## config.mk

```make
export PLATFORM = sky130hd
export DESIGN_NAME = mem_port_arbiter
export DESIGN_NICKNAME = d
export VERILOG_FILES = /design/src/rtl/mem_port_arbiter_pkg.sv /design/src/rtl/mem_port_arbiter_timer.sv /design/src/rtl/mem_port_arbiter.sv
export SDC_FILE = /design/constraint.sdc
export NUM_CORES = 1
export LEC_CHECK = 0
export ABC_AREA = 1
export BUFFER_PORTS_ARGS = -buffer_cell sky130_fd_sc_hd__buf_4
export CAP_MARGIN = 10
export CORE_ASPECT_RATIO = 0.8
export CORE_MARGIN = 8
export CORE_UTILIZATION = 52
export CTS_BUF_LIST = sky130_fd_sc_hd__clkbuf_8
export DETAILED_ROUTE_END_ITERATION = 8
export PLACE_DENSITY = 0.88
export SETUP_SLACK_MARGIN = 0.5
export SLEW_MARGIN = 40
export SYNTH_ARGS = -nofsm -noshare
export SYNTH_HDL_FRONTEND = slang
export SYNTH_SLANG_ARGS = --single-unit
```

## constraint.sdc

```tcl
create_clock -name clk_i -period 3.01 [get_ports clk_i]
set_input_delay 0.4515 -clock clk_i [delete_from_list [all_inputs] [get_ports clk_i]]
set_output_delay 0.4515 -clock clk_i [all_outputs]
set_load 0.05 [all_outputs]
```

## src/rtl/mem_port_arbiter_pkg.sv

```systemverilog
// Shared types and defaults for the memory port arbiter: FSM state and
// transaction-owner encodings, default abort limit, timer width helper.
package mem_port_arbiter_pkg;

  typedef enum logic [1:0] {
    ST_IDLE = 2'd0,
    ST_REQ  = 2'd1,
    ST_RESP = 2'd2
  } arb_state_e;

  typedef enum logic [1:0] {
    OWN_NONE = 2'd0,
    OWN_I    = 2'd1,
    OWN_D    = 2'd2
  } arb_owner_e;

  localparam int DEFAULT_TIMEOUT_CYCLES = 255;

  // Bits needed to hold 0..term inclusive.
  function automatic int timer_width(input int term);
    return (term < 2) ? 1 : $clog2(term + 1);
  endfunction

endpackage

```

## src/rtl/mem_port_arbiter_timer.sv

```systemverilog
// Wait-cycle counter for the arbiter: synchronous clear, count enable and a
// terminal-count flag that fires on the cycle the count would reach TERM.
module mem_port_arbiter_timer
  import mem_port_arbiter_pkg::*;
#(
  parameter int TERM = DEFAULT_TIMEOUT_CYCLES
) (
  input  logic clk_i,
  input  logic rst_ni,
  input  logic clear_i,
  input  logic enable_i,
  output logic tc_o
);

  localparam int W = timer_width(TERM);

  logic [W-1:0] count_q;
  logic [W-1:0] count_d;

  // Next count: clear wins, otherwise count up and saturate at TERM.
  always_comb begin
    count_d = count_q;
    if (clear_i) begin
      count_d = '0;
    end else if (enable_i && (count_q != W'(TERM))) begin
      count_d = count_q + 1'b1;
    end
  end

  // Count register.
  always_ff @(posedge clk_i or negedge rst_ni) begin
    if (!rst_ni) begin
      count_q <= '0;
    end else begin
      count_q <= count_d;
    end
  end

  // Flag the edge at which the count would reach TERM.
  assign tc_o = enable_i && (count_q == W'(TERM - 1));

endmodule

```

## src/rtl/mem_port_arbiter.sv

```systemverilog
// Arbitrates the single off-chip memory port between the I-miss and D-miss
// paths, one transaction in flight, D before I, with timeout abort and a
// combinational pipeline stall.
module mem_port_arbiter
  import mem_port_arbiter_pkg::*;
#(
  parameter int ADDR_W         = 32,
  parameter int DATA_W         = 32,
  parameter int TIMEOUT_CYCLES = DEFAULT_TIMEOUT_CYCLES
) (
  input  logic              clk_i,
  input  logic              rst_ni,
  input  logic              ireq_i,
  input  logic [ADDR_W-1:0] iaddr_i,
  output logic              idone_o,
  input  logic              dreq_i,
  input  logic              dwe_i,
  input  logic [ADDR_W-1:0] daddr_i,
  input  logic [DATA_W-1:0] dwdata_i,
  output logic              ddone_o,
  output logic [DATA_W-1:0] rdata_o,
  output logic              mem_req_valid_o,
  input  logic              mem_req_ready_i,
  output logic [ADDR_W-1:0] mem_addr_o,
  output logic              mem_we_o,
  output logic [DATA_W-1:0] mem_wdata_o,
  input  logic              mem_resp_valid_i,
  input  logic [DATA_W-1:0] mem_rdata_i,
  output logic              stall_o,
  output logic              mem_error_o
);

  arb_state_e        state_q, state_d;
  arb_owner_e        owner_q, owner_d;
  logic [ADDR_W-1:0] addr_q, addr_d;
  logic              we_q, we_d;
  logic [DATA_W-1:0] wdata_q, wdata_d;
  logic [DATA_W-1:0] rdata_q, rdata_d;
  logic              idone_q, idone_d;
  logic              ddone_q, ddone_d;
  logic              err_q, err_d;
  logic              tmr_clear;
  logic              tmr_en;
  logic              tmr_tc;
  logic              finish;
  logic              abort;

  // The timer runs whenever a transaction is in flight.
  assign tmr_en = (state_q != ST_IDLE);

  mem_port_arbiter_timer #(
    .TERM(TIMEOUT_CYCLES)
  ) u_timer (
    .clk_i   (clk_i),
    .rst_ni  (rst_ni),
    .clear_i (tmr_clear),
    .enable_i(tmr_en),
    .tc_o    (tmr_tc)
  );

  // Next-state, grant mux and completion handling.
  always_comb begin
    state_d   = state_q;
    owner_d   = owner_q;
    addr_d    = addr_q;
    we_d      = we_q;
    wdata_d   = wdata_q;
    rdata_d   = rdata_q;
    idone_d   = 1'b0;
    ddone_d   = 1'b0;
    err_d     = 1'b0;
    tmr_clear = 1'b0;
    finish    = 1'b0;
    abort     = 1'b0;
    case (state_q)
      ST_IDLE: begin
        // A requester still high during its own Done cycle is the request
        // just served, so nothing is granted while a Done pulse is out.
        if (!(idone_q || ddone_q)) begin
          if (dreq_i) begin
            owner_d   = OWN_D;
            addr_d    = daddr_i;
            we_d      = dwe_i;
            wdata_d   = dwdata_i;
            state_d   = ST_REQ;
            tmr_clear = 1'b1;
          end else if (ireq_i) begin
            owner_d   = OWN_I;
            addr_d    = iaddr_i;
            we_d      = 1'b0;
            wdata_d   = '0;
            state_d   = ST_REQ;
            tmr_clear = 1'b1;
          end
        end
      end
      ST_REQ: begin
        if (mem_req_ready_i) begin
          state_d   = ST_RESP;
          tmr_clear = 1'b1;
        end else if (tmr_tc) begin
          abort = 1'b1;
        end
      end
      ST_RESP: begin
        // A response on the timeout edge still counts as a good completion.
        if (mem_resp_valid_i) begin
          finish = 1'b1;
        end else if (tmr_tc) begin
          abort = 1'b1;
        end
      end
      default: begin
        state_d = ST_IDLE;
      end
    endcase
    if (finish || abort) begin
      state_d = ST_IDLE;
      owner_d = OWN_NONE;
      idone_d = (owner_q == OWN_I);
      ddone_d = (owner_q == OWN_D);
      err_d   = abort;
      rdata_d = (abort || we_q) ? '0 : mem_rdata_i;
    end
  end

  // State, request and response registers.
  always_ff @(posedge clk_i or negedge rst_ni) begin
    if (!rst_ni) begin
      state_q <= ST_IDLE;
      owner_q <= OWN_NONE;
      addr_q  <= '0;
      we_q    <= 1'b0;
      wdata_q <= '0;
      rdata_q <= '0;
      idone_q <= 1'b0;
      ddone_q <= 1'b0;
      err_q   <= 1'b0;
    end else begin
      state_q <= state_d;
      owner_q <= owner_d;
      addr_q  <= addr_d;
      we_q    <= we_d;
      wdata_q <= wdata_d;
      rdata_q <= rdata_d;
      idone_q <= idone_d;
      ddone_q <= ddone_d;
      err_q   <= err_d;
    end
  end

  assign mem_req_valid_o = (state_q == ST_REQ);
  assign mem_addr_o      = addr_q;
  assign mem_we_o        = we_q;
  assign mem_wdata_o     = wdata_q;
  assign rdata_o         = rdata_q;
  assign idone_o         = idone_q;
  assign ddone_o         = ddone_q;
  assign mem_error_o     = err_q;
  // Stall drops in the Done cycle so the pipeline advances exactly once.
  assign stall_o         = (ireq_i && !idone_q) || (dreq_i && !ddone_q);

endmodule

```

==> run summary <==
- outcome: completed
- maximum clock frequency: 441 MHz
- register bit count reported by yosys: 112
- Max Cap Violations: 0
- category of the critical setup timing path: flip-flop to flip-flop
- hold-fix buffer count after cts: 0
- RSZ-0062 raised after global routing: no
- overall power after layout: 0.00820 W
- Total Routing Usage GR: 22.8%
- average footprint of a synthesized cell: 8.72 um2
- setup clock skew after layout: 13.2 ps
- DIE WIDTH: 125 um
- sum of overflow across all layers after global routing: 0
- number of cell rows: 32
- Area Growth Syn to Fin: 40.9%
- DP HPWL: 11,500 um
- total detailed-routing wirelength: 15,000 um
- Critical R2R Capture: state_q[0]
- chain of cells forming the critical path: inv_1 -> ha_1 -> inv_2 -> nand3_1 -> nor2_1 -> nand3_4 -> nand2_4 -> inv_4 -> nand2_2 -> nand2_1 -> nand2_1 -> nand2_1
- proportion of netlist area held by the largest area contributor: 56.6%
- starting utilization of the core area: 52.4%
- synthesized netlist cell count: 568
- distinct cell type count of the synthesized netlist: 31
- starting DRC count in detailed routing: 354
- mean routed wirelength per cell: 16.4 um
- routability congestion estimate from global placement: 0.893
- Crit Reg-Reg Startpoint: state_q[0]
- worst-case vdd ir drop: 0.728 mV
- count of synthesis-stage warnings from yosys: 0
- largest cells by area after synthesis: sky130_fd_sc_hd__dfrtp_1, sky130_fd_sc_hd__nand2_1, sky130_fd_sc_hd__nor2_1, sky130_fd_sc_hd__o31ai_1, sky130_fd_sc_hd__nand3_1
- class of the worst hold path: input pin to asynchronous set/reset pin
- overall die area: 12,900 um2
- critical path fanouts, max: 35
- Net count, final: 930
- hold violation total from the final report: 0
- diodes inserted: 0
- count of buffers added by post-CTS timing repair for setup: 0
- clk sink count: 112
- CTS Root Buffer Type: sky130_fd_sc_hd__clkbuf_8
- area inside the core boundary: 9450 um2
- crit-path leading delay family: simple AND/OR/NAND/NOR gates
- accumulated negative setup slack: 0 ps
- sort of element at the end of the critical path: flip-flop
- worst slew margin relative to its limit: 59.6%
- post_cts resized: 0
- clock buffer count from CTS: 9
- Max Transition Viols Final: 0
- drt first pass iters: 5
- fraction of layout cells with a size suffix above 1: 35.1%
- CTS clock-pin slew for the worst setup and hold paths: 110 ps
- part of the cycle the worst path needs: 75.3%
- sequential area share after synthesis: 56.6%
- number of enable-type register cells in the synthesized netlist: 0
- average vias per placed instance: 5.18
- I/O pin cnt: 237
- number of antenna violations at the first check in global routing: 0
- dpl ws: 769 ps
- crit path max-delay cell type: sky130_fd_sc_hd__dfrtp_1
- number of port buffers: 236
- wire length of the first global-routing pass: 23,800 um
- startpoint type of the worst setup path: flip-flop
- worst reg-to-reg setup slack: 740 ps
- worst stage delay on the critical path: 390 ps
- vias in the first global route: 4,830
- buffering stage count on the worst path with inverters included: 3
- count of H-tree levels built during CTS: 3
- netlist area before placement: 4950 um2
- final-report setup violation count: 0
- number of buffers on the longest clock path: 2
- worst path required time: 3260 ps
- most common cell type on the critical path: sky130_fd_sc_hd__nand2_1
- most common cell after layout, fill and taps aside: sky130_fd_sc_hd__buf_4
- Static Leak: 3.70 nW
- actual transition at the worst max-transition pin: 606 ps
- Synth Net Count: 709
- total via count in the routed design: 4,732
- arrival time at the worst endpoint: 2520 ps
- worst-case reg-to-reg path depth: 12
- dominant register cell in the synthesized netlist: sky130_fd_sc_hd__dfrtp_1
- die height: 103 um
- worst skew pair latency: 370 ps
- Async S/R FF share, synth: 100%
- maximum number of pins on one net before global-route repair: 68
- power density relative to cell area: 1170 nW/um2
- cell type with the largest total area after synthesis: sky130_fd_sc_hd__dfrtp_1
- setup slack of the critical path after layout: 742 ps
- Detail Route Antenna Nets: 0
- Tmin final: 2270 ps
- most frequent cells in the layout: sky130_fd_sc_hd__buf_4, sky130_fd_sc_hd__nand2_1, sky130_fd_sc_hd__dfrtp_1, sky130_fd_sc_hd__nor2_1, sky130_fd_sc_hd__nand3_1
- CTS tree: done
- post-route DRC violation count: 0
[cell type report]
cell class	count	area (um2)
clock inverters	6	60.1
fillers	705	2470
flip-flops and latches	112	2800
clock buffers	10	138
inverters	21	83.8
well taps	119	149
repair buffers	243	1840
multi-input cells	402	1910
[synthesized netlist by cell type (2+ instances only)]
library cell / number
sky130_fd_sc_hd__ha_1: 6
sky130_fd_sc_hd__clkbuf_1: 16
sky130_fd_sc_hd__buf_2: 12
sky130_fd_sc_hd__nor2_1: 76
sky130_fd_sc_hd__a21oi_1: 6
sky130_fd_sc_hd__buf_6: 3
sky130_fd_sc_hd__o31ai_1: 29
sky130_fd_sc_hd__o21ai_1: 2
sky130_fd_sc_hd__o31ai_2: 3
sky130_fd_sc_hd__inv_4: 2
sky130_fd_sc_hd__nand2_2: 3
sky130_fd_sc_hd__buf_4: 2
sky130_fd_sc_hd__inv_1: 15
sky130_fd_sc_hd__nand2_4: 2
sky130_fd_sc_hd__nand3_1: 41
sky130_fd_sc_hd__nand2_1: 184
sky130_fd_sc_hd__o21ai_0: 39
sky130_fd_sc_hd__dfrtp_1: 112
sky130_fd_sc_hd__inv_2: 3
[where the power goes]
group | switching, W | internal [W] | total (W)
Combinational | 0.00342 | 0.00136 | 0.00478
Sequential | 0.000389 | 0.00214 | 0.00253
Clock | 0.000487 | 0.000404 | 0.000891
[worst max-delay path by stage]
stage	startpoint	endpoint	slack, ps	cells after the start
2_1_floorplan	dreq_i	stall_o	980	3
3_3_place_gp	state_q[0]	state_q[0]	920	12
3_5_place_dp	state_q[0]	state_q[0]	770	12
4_1_cts	state_q[0]	state_q[0]	750	12
5_1_grt	state_q[0]	state_q[0]	510	12
6_report	state_q[0]	state_q[0]	740	12
[metal layers]
metal  track usage, %  share of wire (%)
met4             7.37                2.2
met3             5.64                6.3
met2             41.5                 52
met1             26.2                 39
met5                0                  0
[kinds of logic (layout without fill, tap and decap cells)]
| group | after synthesis | in the layout | share of synthesized area, % |
|---|---|---|---|
| AND/OR/NAND/NOR | 313 | 313 | 26.3 |
| AO/OA/AOI/OAI | 83 | 83 | 10.5 |
| flip-flops | 112 | 112 | 56.6 |
| adder cells (fa/ha/maj) | 6 | 6 | 1.52 |
| buffers and inverters | 54 | 280 | 5.10 |
[state kept, by name, summed over array words and instances (netlist names)]
signal,flops
rdata_o,32
state_q,2
mem_we_o,1
mem_wdata_o,32
idone_o,1
owner_q,2
ddone_o,1
mem_addr_o,32
u_timer.count_q,8
mem_error_o,1
[through the flow]
stage | hold WS (ps) | utilization (%) | cells | cell area [um2]
after floorplan | 156 | - | 568 | 4950
after global placement | 450 | 71.8 | 897 | 6780
after detailed placement | 451 | 71.8 | 897 | 6780
after CTS | 185 | 73.8 | 913 | 6980
after global routing | 81.5 | 73.9 | 913 | 6980
final | 52.6 | 73.9 | 913 | 6980
(Power assumes the default switching activity.)
